**src/rtl/costas_acq_ctrl.sv**
```systemverilog
// Acquisition / lock sequencer for the costas BPSK loop: windowed sum(|I|-|Q|) metric driving gain, sweep and lock decisions.
// States: IDLE 0 | CLEAR 1 (loop_clr pulse) | ACQ 2 | TRACK 3 | LOCK 4 | SWEEP 5 (one-cycle frequency step).
module costas_acq_ctrl #(
  parameter int          WIN_LOG2    = 8,
  parameter int          LOCK_THR    = 1000000,
  parameter int          LOSS_THR    = 200000,
  parameter int          ACQ_WINS    = 4,
  parameter int          TRK_WINS    = 8,
  parameter int          LOSS_WINS   = 3,
  parameter int          ACQ_TIMEOUT = 64,
  parameter logic [31:0] FREQ_CENTER = 32'h051EB852,
  parameter logic [31:0] SWEEP_STEP  = 32'h00020000,
  parameter int          SWEEP_MAX   = 4,
  parameter logic [3:0]  ACQ_KP      = 4'd4,
  parameter logic [3:0]  ACQ_KI      = 4'd8,
  parameter logic [3:0]  TRK_KP      = 4'd7,
  parameter logic [3:0]  TRK_KI      = 4'd12
) (
  input  logic                       sys_clk,
  input  logic                       sys_rst_n,
  input  logic                       enable,
  input  logic                       sample_valid,
  input  logic signed [15:0]         I_in,
  input  logic signed [15:0]         Q_in,
  output logic [31:0]                freq_word,
  output logic                       loop_clr,
  output logic [3:0]                 kp_shift,
  output logic [3:0]                 ki_shift,
  output logic                       locked,
  output logic [2:0]                 state_out,
  output logic signed [WIN_LOG2+16:0] lock_metric
);

  localparam int          MW          = WIN_LOG2 + 17;
  localparam logic [7:0]  ACQ_WINS_C  = 8'(ACQ_WINS);
  localparam logic [7:0]  TRK_WINS_C  = 8'(TRK_WINS);
  localparam logic [7:0]  LOSS_WINS_C = 8'(LOSS_WINS);
  localparam logic [7:0]  K_MAX_C     = 8'(2 * SWEEP_MAX);
  localparam logic [15:0] TIMEOUT_C   = 16'(ACQ_TIMEOUT);

  typedef enum logic [2:0] {
    S_IDLE  = 3'd0,
    S_CLEAR = 3'd1,
    S_ACQ   = 3'd2,
    S_TRACK = 3'd3,
    S_LOCK  = 3'd4,
    S_SWEEP = 3'd5
  } state_t;

  state_t               state_q, state_d;
  logic [31:0]          freq_q, freq_d;
  logic                 clr_q, clr_d;
  logic                 locked_q, locked_d;
  logic [3:0]           kp_q, kp_d, ki_q, ki_d;
  logic signed [MW-1:0] acc_q, acc_d, metric_q, metric_d;
  logic [WIN_LOG2-1:0]  cnt_q, cnt_d;
  logic                 win_q, win_d;
  logic [7:0]           good_q, good_d, bad_q, bad_d, k_q, k_d;
  logic [15:0]          to_q, to_d;

  logic [15:0]          abs_i, abs_q;
  logic signed [16:0]   term;
  logic signed [MW-1:0] acc_sum;
  logic signed [31:0]   metric_ext;
  logic                 good_win, bad_win, active;
  logic [7:0]           good_inc, bad_inc, k_next, sweep_mag;
  logic [15:0]          to_inc;
  logic [31:0]          sweep_off, sweep_freq;

  // -32768 has no positive counterpart in 16 bits, so it saturates.
  function automatic logic [15:0] sat_abs(input logic signed [15:0] x);
    if (x == 16'sh8000) return 16'h7fff;
    if (x[15]) return 16'(-x);
    return 16'(x);
  endfunction

  assign abs_i      = sat_abs(I_in);
  assign abs_q      = sat_abs(Q_in);
  assign term       = $signed({1'b0, abs_i}) - $signed({1'b0, abs_q});
  assign acc_sum    = acc_q + {{(MW-17){term[16]}}, term};
  assign metric_ext = {{(32-MW){metric_q[MW-1]}}, metric_q};
  assign good_win   = metric_ext > LOCK_THR;
  assign bad_win    = metric_ext < LOSS_THR;
  assign active     = (state_q == S_ACQ) || (state_q == S_TRACK) || (state_q == S_LOCK);

  assign good_inc   = good_q + 8'd1;
  assign bad_inc    = bad_q + 8'd1;
  assign to_inc     = to_q + 16'd1;
  assign k_next     = (k_q == K_MAX_C) ? 8'd0 : k_q + 8'd1;
  // Odd k steps up, even k steps down; both use magnitude ceil(k/2).
  assign sweep_mag  = (k_next + 8'd1) >> 1;
  assign sweep_off  = 32'(sweep_mag) * SWEEP_STEP;
  assign sweep_freq = k_next[0] ? FREQ_CENTER + sweep_off : FREQ_CENTER - sweep_off;

  always_comb begin
    acc_d    = acc_q;
    cnt_d    = cnt_q;
    metric_d = metric_q;
    win_d    = 1'b0;
    if (active) begin
      if (sample_valid) begin
        if (&cnt_q) begin
          metric_d = acc_sum;
          acc_d    = '0;
          cnt_d    = '0;
          win_d    = 1'b1;
        end else begin
          acc_d = acc_sum;
          cnt_d = cnt_q + WIN_LOG2'(1);
        end
      end
    end else begin
      acc_d = '0;
      cnt_d = '0;
    end
    if (!enable || state_q == S_IDLE) metric_d = '0;
  end

  always_comb begin
    state_d  = state_q;
    freq_d   = freq_q;
    clr_d    = 1'b0;
    locked_d = locked_q;
    kp_d     = kp_q;
    ki_d     = ki_q;
    good_d   = good_q;
    bad_d    = bad_q;
    to_d     = to_q;
    k_d      = k_q;
    if (!enable) begin
      state_d  = S_IDLE;
      locked_d = 1'b0;
      kp_d     = ACQ_KP;
      ki_d     = ACQ_KI;
      good_d   = '0;
      bad_d    = '0;
      to_d     = '0;
    end else begin
      case (state_q)
        S_IDLE: begin
          state_d = S_CLEAR;
          clr_d   = 1'b1;
          k_d     = '0;
          freq_d  = FREQ_CENTER;
        end
        S_CLEAR: begin
          state_d = S_ACQ;
          good_d  = '0;
          bad_d   = '0;
          to_d    = '0;
        end
        S_ACQ: if (win_q) begin
          good_d = good_win ? good_inc : 8'd0;
          to_d   = to_inc;
          if (good_win && good_inc == ACQ_WINS_C) begin
            state_d = S_TRACK;
            good_d  = '0;
            to_d    = '0;
            kp_d    = TRK_KP;
            ki_d    = TRK_KI;
          end else if (to_inc == TIMEOUT_C) begin
            state_d = S_SWEEP;
            to_d    = '0;
          end
        end
        S_SWEEP: begin
          state_d = S_CLEAR;
          clr_d   = 1'b1;
          k_d     = k_next;
          freq_d  = sweep_freq;
        end
        S_TRACK: if (win_q) begin
          if (good_win) begin
            good_d = good_inc;
            if (good_inc == TRK_WINS_C) begin
              state_d  = S_LOCK;
              locked_d = 1'b1;
              good_d   = '0;
            end
          end else if (bad_win) begin
            // Fall back to wide gains without disturbing the loop.
            state_d = S_ACQ;
            good_d  = '0;
            bad_d   = '0;
            to_d    = '0;
            kp_d    = ACQ_KP;
            ki_d    = ACQ_KI;
          end else begin
            good_d = '0;
          end
        end
        S_LOCK: if (win_q) begin
          if (bad_win) begin
            bad_d = bad_inc;
            if (bad_inc == LOSS_WINS_C) begin
              state_d  = S_CLEAR;
              clr_d    = 1'b1;
              locked_d = 1'b0;
              bad_d    = '0;
              kp_d     = ACQ_KP;
              ki_d     = ACQ_KI;
            end
          end else begin
            bad_d = '0;
          end
        end
        default: state_d = S_IDLE;
      endcase
    end
  end

  always_ff @(posedge sys_clk or negedge sys_rst_n) begin
    if (!sys_rst_n) begin
      state_q  <= S_IDLE;
      freq_q   <= FREQ_CENTER;
      clr_q    <= 1'b0;
      locked_q <= 1'b0;
      kp_q     <= ACQ_KP;
      ki_q     <= ACQ_KI;
      acc_q    <= '0;
      metric_q <= '0;
      cnt_q    <= '0;
      win_q    <= 1'b0;
      good_q   <= '0;
      bad_q    <= '0;
      to_q     <= '0;
      k_q      <= '0;
    end else begin
      state_q  <= state_d;
      freq_q   <= freq_d;
      clr_q    <= clr_d;
      locked_q <= locked_d;
      kp_q     <= kp_d;
      ki_q     <= ki_d;
      acc_q    <= acc_d;
      metric_q <= metric_d;
      cnt_q    <= cnt_d;
      win_q    <= win_d;
      good_q   <= good_d;
      bad_q    <= bad_d;
      to_q     <= to_d;
      k_q      <= k_d;
    end
  end

  assign freq_word   = freq_q;
  assign loop_clr    = clr_q;
  assign kp_shift    = kp_q;
  assign ki_shift    = ki_q;
  assign locked      = locked_q;
  assign state_out   = state_q;
  assign lock_metric = metric_q;

endmodule

```
**config.mk**
```make
export PLATFORM = sky130hd
export DESIGN_NAME = costas_acq_ctrl
export DESIGN_NICKNAME = d
export VERILOG_FILES = /design/src/rtl/costas_acq_ctrl.sv
export SDC_FILE = /design/constraint.sdc
export NUM_CORES = 1
export LEC_CHECK = 0
export CAP_MARGIN = 20
export CELL_PAD_IN_SITES_DETAIL_PLACEMENT = 1
export CELL_PAD_IN_SITES_GLOBAL_PLACEMENT = 1
export CORE_MARGIN = 8
export CORE_UTILIZATION = 43
export DETAILED_ROUTE_END_ITERATION = 7
export GPL_ROUTABILITY_DRIVEN = 1
export PLACE_DENSITY = 0.81
export SLEW_MARGIN = 10
export SYNTH_ARGS = -nofsm -noshare
export SYNTH_HDL_FRONTEND = slang
export SYNTH_SLANG_ARGS = --single-unit
export TNS_END_PERCENT = 50
```
**constraint.sdc**
```tcl
create_clock -name sys_clk -period 3.27 [get_ports sys_clk]
set_input_delay 0.327 -clock sys_clk [delete_from_list [all_inputs] [get_ports sys_clk]]
set_output_delay 0.327 -clock sys_clk [all_outputs]
set_load 0.03 [all_outputs]
```
==> flow_summary.toml <==
[die]
dieArea_mm2 = 0.0265
pin_count = 106
fp.dieW_um = 163
num_rows = 53
die_y_um = 163
initial_core_util_pct = 44.0
core_area_mm2 = 0.0211

[sta]
worst_pin_slew_ps = 908
min_period_ps = 5730
whs_ps = -4.49
finalSetupViolCount = 48
fin_crit_sh_pct = 175
fin_skew_ps = 17.7
finalMaxSlewViolations = 0
rsz0062_at_grt = "true"
max_freq_mhz = 175
fin_ws_ps = -2460
relSlewSlack_pct = 39.3
hold_viol_final = 12

[finish]
fin_area_mm2 = 0.0140
fin_nets = 1518
layout_commonest_cell = "buf_4"
fin_cells = 1712
syn_to_final_growth_pct = 50.9
final_cell_mix = "227 x buf_4, 112 x nand2_1, 109 x dfrtp_1, 70 x nor2_1, 68 x o21ai_0"
fin_util_pct = 66.4
drive_gt1_share_pct = 34.8

[pwr]
p_leak_uw = 0.00606
peakVddDrop_mv = 0.421
power_density_mw_per_mm2 = 729
pwr-share-comb_pct = 61.2
pwr-share-seq_pct = 18.3
p_switching_uw = 4770
clkPwrFrac_pct = 20.5
p_int_uw = 5440
finalPower_uw = 10200
swShare_pct = 46.7

[setup_path]
cpLargestDelayFamily = "simple AND/OR/NAND/NOR gates"
critPathRequiredTime_ps = 3580
r2r-end = "lock_metric[22]$_DFFE_PN0P_"
worstSetupStartpointType = "primary input"
rr_worst_depth = 8
r2r-start = "state_out[1]$_DFFE_PN0P_"
crit_cells = 24
crit_path_start = "I_in[1]"
cp-endpoint = "lock_metric[22]$_DFFE_PN0P_"
critPathMaxStageDelay_ps = 540
rrSetupSlack_ps = -190
crit_fanout = 5
path_buf_inv = 3
path_cells = "clkdlybuf4s50_1 > inv_1 > ha_2 > nand2b_4 > o21ai_0 > xor2_1 > nand2_1 > ha_4 > o21ai_2 > nand2b_1 > a21oi_2 > a211oi_4 > o31ai_2 > nor2b_2 > xnor2_1 > ha_1 > nand2_2 > nor2_2 > o211ai_1 > and2_4 > or4b_4 > buf_6 > nand3_1 > nand3_1"
slowest_stage = "or4b_4"
setup.worst_path.end_class = "flop"
crit_top_cell = "nand3_1"
crit_type = "primary input to flop"
worstPathArrival_ps = 6040

[clock_network]
clock-sinks = 114
cts_buffers = 17
cts.clk_slew.worst_paths_ps = 70
cts_tree = "built"
cts_buffer_depth = 2
cts-root-buf = "clkbuf_16"
htree_levels = 4
clk_latency_ps = 450
postCtsHoldBufs = 0

[yosys]
syn_inst = 1132
synth_edf_count = 0
yosysSeqAreaShare_pct = 30.8
syn-cell-area_mm2 = 0.00928
yosys_register_bits = 114
synth_ff_type = "dfrtp_1"
yosysUniqueCellTypes = 83
synthArstFlopShare_pct = 100
ys_warn_count = 0
synth.avg_cell_area_um2 = 8.20

[global_routing]
grt_pass1_vias = 11600
overflow = 0
grt_max_degree = 59
antenna_found_initial = 4
track_usage_pct = 31.4
grt_pass1_wl_um = 66300

[placed_design]
dpl_cell_area_mm2 = 0.0116
pre_cts_ws_ps = -2580
gp_congestion = 0.887
numPortBuffers = 77
hpwlAfterDp_um = 23700
dp_cells = 1614

[route]
via_per_inst = 6.92
routedWlPerCell_um = 32.8
wl_um = 56100
vias = 11800
antenna_left = 0
drc_errors = 0
first_pass_iters = 5
drtIter0Drc = 1297

[outcome]
status = "finished with violations"
violations = "hold timing, setup timing"

[run]
maxCapViolations = 0

[min_path]
hp-class = "primary input to asynchronous set/reset pin"
==> cell usage after synthesis, drive strengths merged (4+ instances only) <==
| cell type | number | area share (%) |
|---|---|---|
| dfrtp | 109 | 29 |
| nor3b | 7 | 0.57 |
| a31oi | 13 | 0.88 |
| mux2i | 5 | 0.54 |
| and3 | 23 | 1.6 |
| a211oi | 12 | 0.97 |
| nand2b | 18 | 1.2 |
| nand4 | 19 | 1.3 |
| buf | 44 | 3.2 |
| nor2 | 89 | 3.7 |
| a21boi | 4 | 0.32 |
| nand2 | 118 | 4.8 |
| nor3 | 21 | 1.2 |
| xor2 | 31 | 2.9 |
| a21o | 11 | 0.89 |
| nand3b | 7 | 0.57 |
| inv | 32 | 1.3 |
| or2 | 5 | 0.34 |
| a21oi | 64 | 3.5 |
| o41ai | 7 | 0.66 |
| dfstp | 5 | 1.4 |
| o31ai | 17 | 1.4 |
| or3 | 16 | 1.1 |
| clkbuf | 34 | 1.4 |
| o21ai | 109 | 5.9 |
| a211o | 5 | 0.47 |
| xnor2 | 53 | 5.0 |
| and2 | 6 | 0.40 |
| o311ai | 5 | 0.47 |
| a31o | 5 | 0.57 |
| nand3 | 52 | 2.9 |
| o21a | 16 | 1.3 |
| a2111oi | 4 | 0.58 |
| o211ai | 5 | 0.40 |
| nor2b | 14 | 0.94 |
| ha | 56 | 7.6 |
| mux2 | 6 | 0.73 |
| nor4 | 13 | 0.88 |
| a22o | 20 | 1.9 |
| or4 | 7 | 0.65 |
==> layer usage <==
| metal | wire (um) | GRT usage [%] | share of wire (%) |
|---|---|---|---|
| met1 | 19100 | 35.0 | 34 |
| met2 | 26200 | 54.9 | 47 |
| met3 | 5680 | 6.12 | 10 |
| met4 | 5040 | 18.4 | 9.0 |
| met5 | 40 | 0 | 0.071 |
==> worst min path at each step <==
| stage | endpoint | cells after the start | slack, ps | start |
|---|---|---|---|---|
| after floorplan | acc_q[0]$_DFFE_PN0P_ | 0 | 30 | sys_rst_n |
| after CTS | freq_word[22]$_DFFE_PN0P_ | 1 | 0.1 | sys_rst_n |
| after detailed placement | freq_word[22]$_DFFE_PN0P_ | 1 | 450 | sys_rst_n |
| after global placement | freq_word[22]$_DFFE_PN0P_ | 1 | 450 | sys_rst_n |
| after global routing | freq_word[23]$_DFFE_PN0P_ | 1 | 50 | sys_rst_n |
| final | lock_metric[19]$_DFFE_PN0P_ | 1 | -4 | sys_rst_n |
==> final cells by class <==
| cell class | instances | area (um^2) |
|---|---|---|
| multi-input combinational | 933 | 7300 |
| tap | 275 | 344 |
| inverter | 33 | 124 |
| fill | 2316 | 7090 |
| antenna | 1 | 2.50 |
| clock buffer | 23 | 498 |
| timing repair buffer | 325 | 2750 |
| sequential | 114 | 2860 |
| clock inverter | 8 | 125 |
==> registers in the layout, summed over array words and instances (netlist names) <==
register / cells
good_q: 8
cnt_q: 8
to_q: 16
loop_clr: 1
bad_q: 8
k_q: 8
locked: 1
kp_shift: 1
acc_q: 25
state_out: 3
lock_metric: 25
win_q: 1
freq_word: 9
==> worst reg2reg max path, cell delays in order, from the launching register on <==
cell	delay, ps
dfrtp_1	630
nor2b_1	470
nor2_1	130
or3_1	620
clkinv_1	450
buf_4	320
and3_1	290
nand3_1	290
nand3_1	190
==> repair_timing <==
action / in CTS / in global routing
gates resized for setup: 130 / 164
pin swaps: 68 / 100
buffers inserted: 33 / 36
endpoints found under the setup margin: 47 / 47
==> power by group through the flow <==
| stage | logic, uW | registers (uW) | clock network, uW |
|---|---|---|---|
| 3_3_place_gp | 3830 | 1800 | 0 |
| 5_1_grt | 6380 | 1880 | 2120 |
| 4_1_cts | 4670 | 1810 | 2000 |
| 3_5_place_dp | 4020 | 1810 | 0 |
| 6_report | 6250 | 1870 | 2100 |
| 2_1_floorplan | 2340 | 1820 | 0 |
==> through the flow <==
| step | hold WS (ps) | TNS (ps) |
|---|---|---|
| 2_1_floorplan | 31.4 | -38660 |
| 5_1_grt | 45.1 | -82940 |
| 6_report | -4.49 | -82070 |
| 3_3_place_gp | 445 | -72920 |
| 3_5_place_dp | 450 | -88580 |
| 4_1_cts | 0.141 | -48120 |
==> logic make-up after synthesis <==
logic type,Yosys count,share of synthesized area (%)
flops,114,30.8
simple gates,427,23.2
compound gates,325,22.8
buf+inv,111,5.96
xor+xnor,84,7.93
fa+ha+maj,58,7.98
other cells,2,0.0809
mux,11,1.27
No activity file was read; power rests on OpenSTA's default activity.
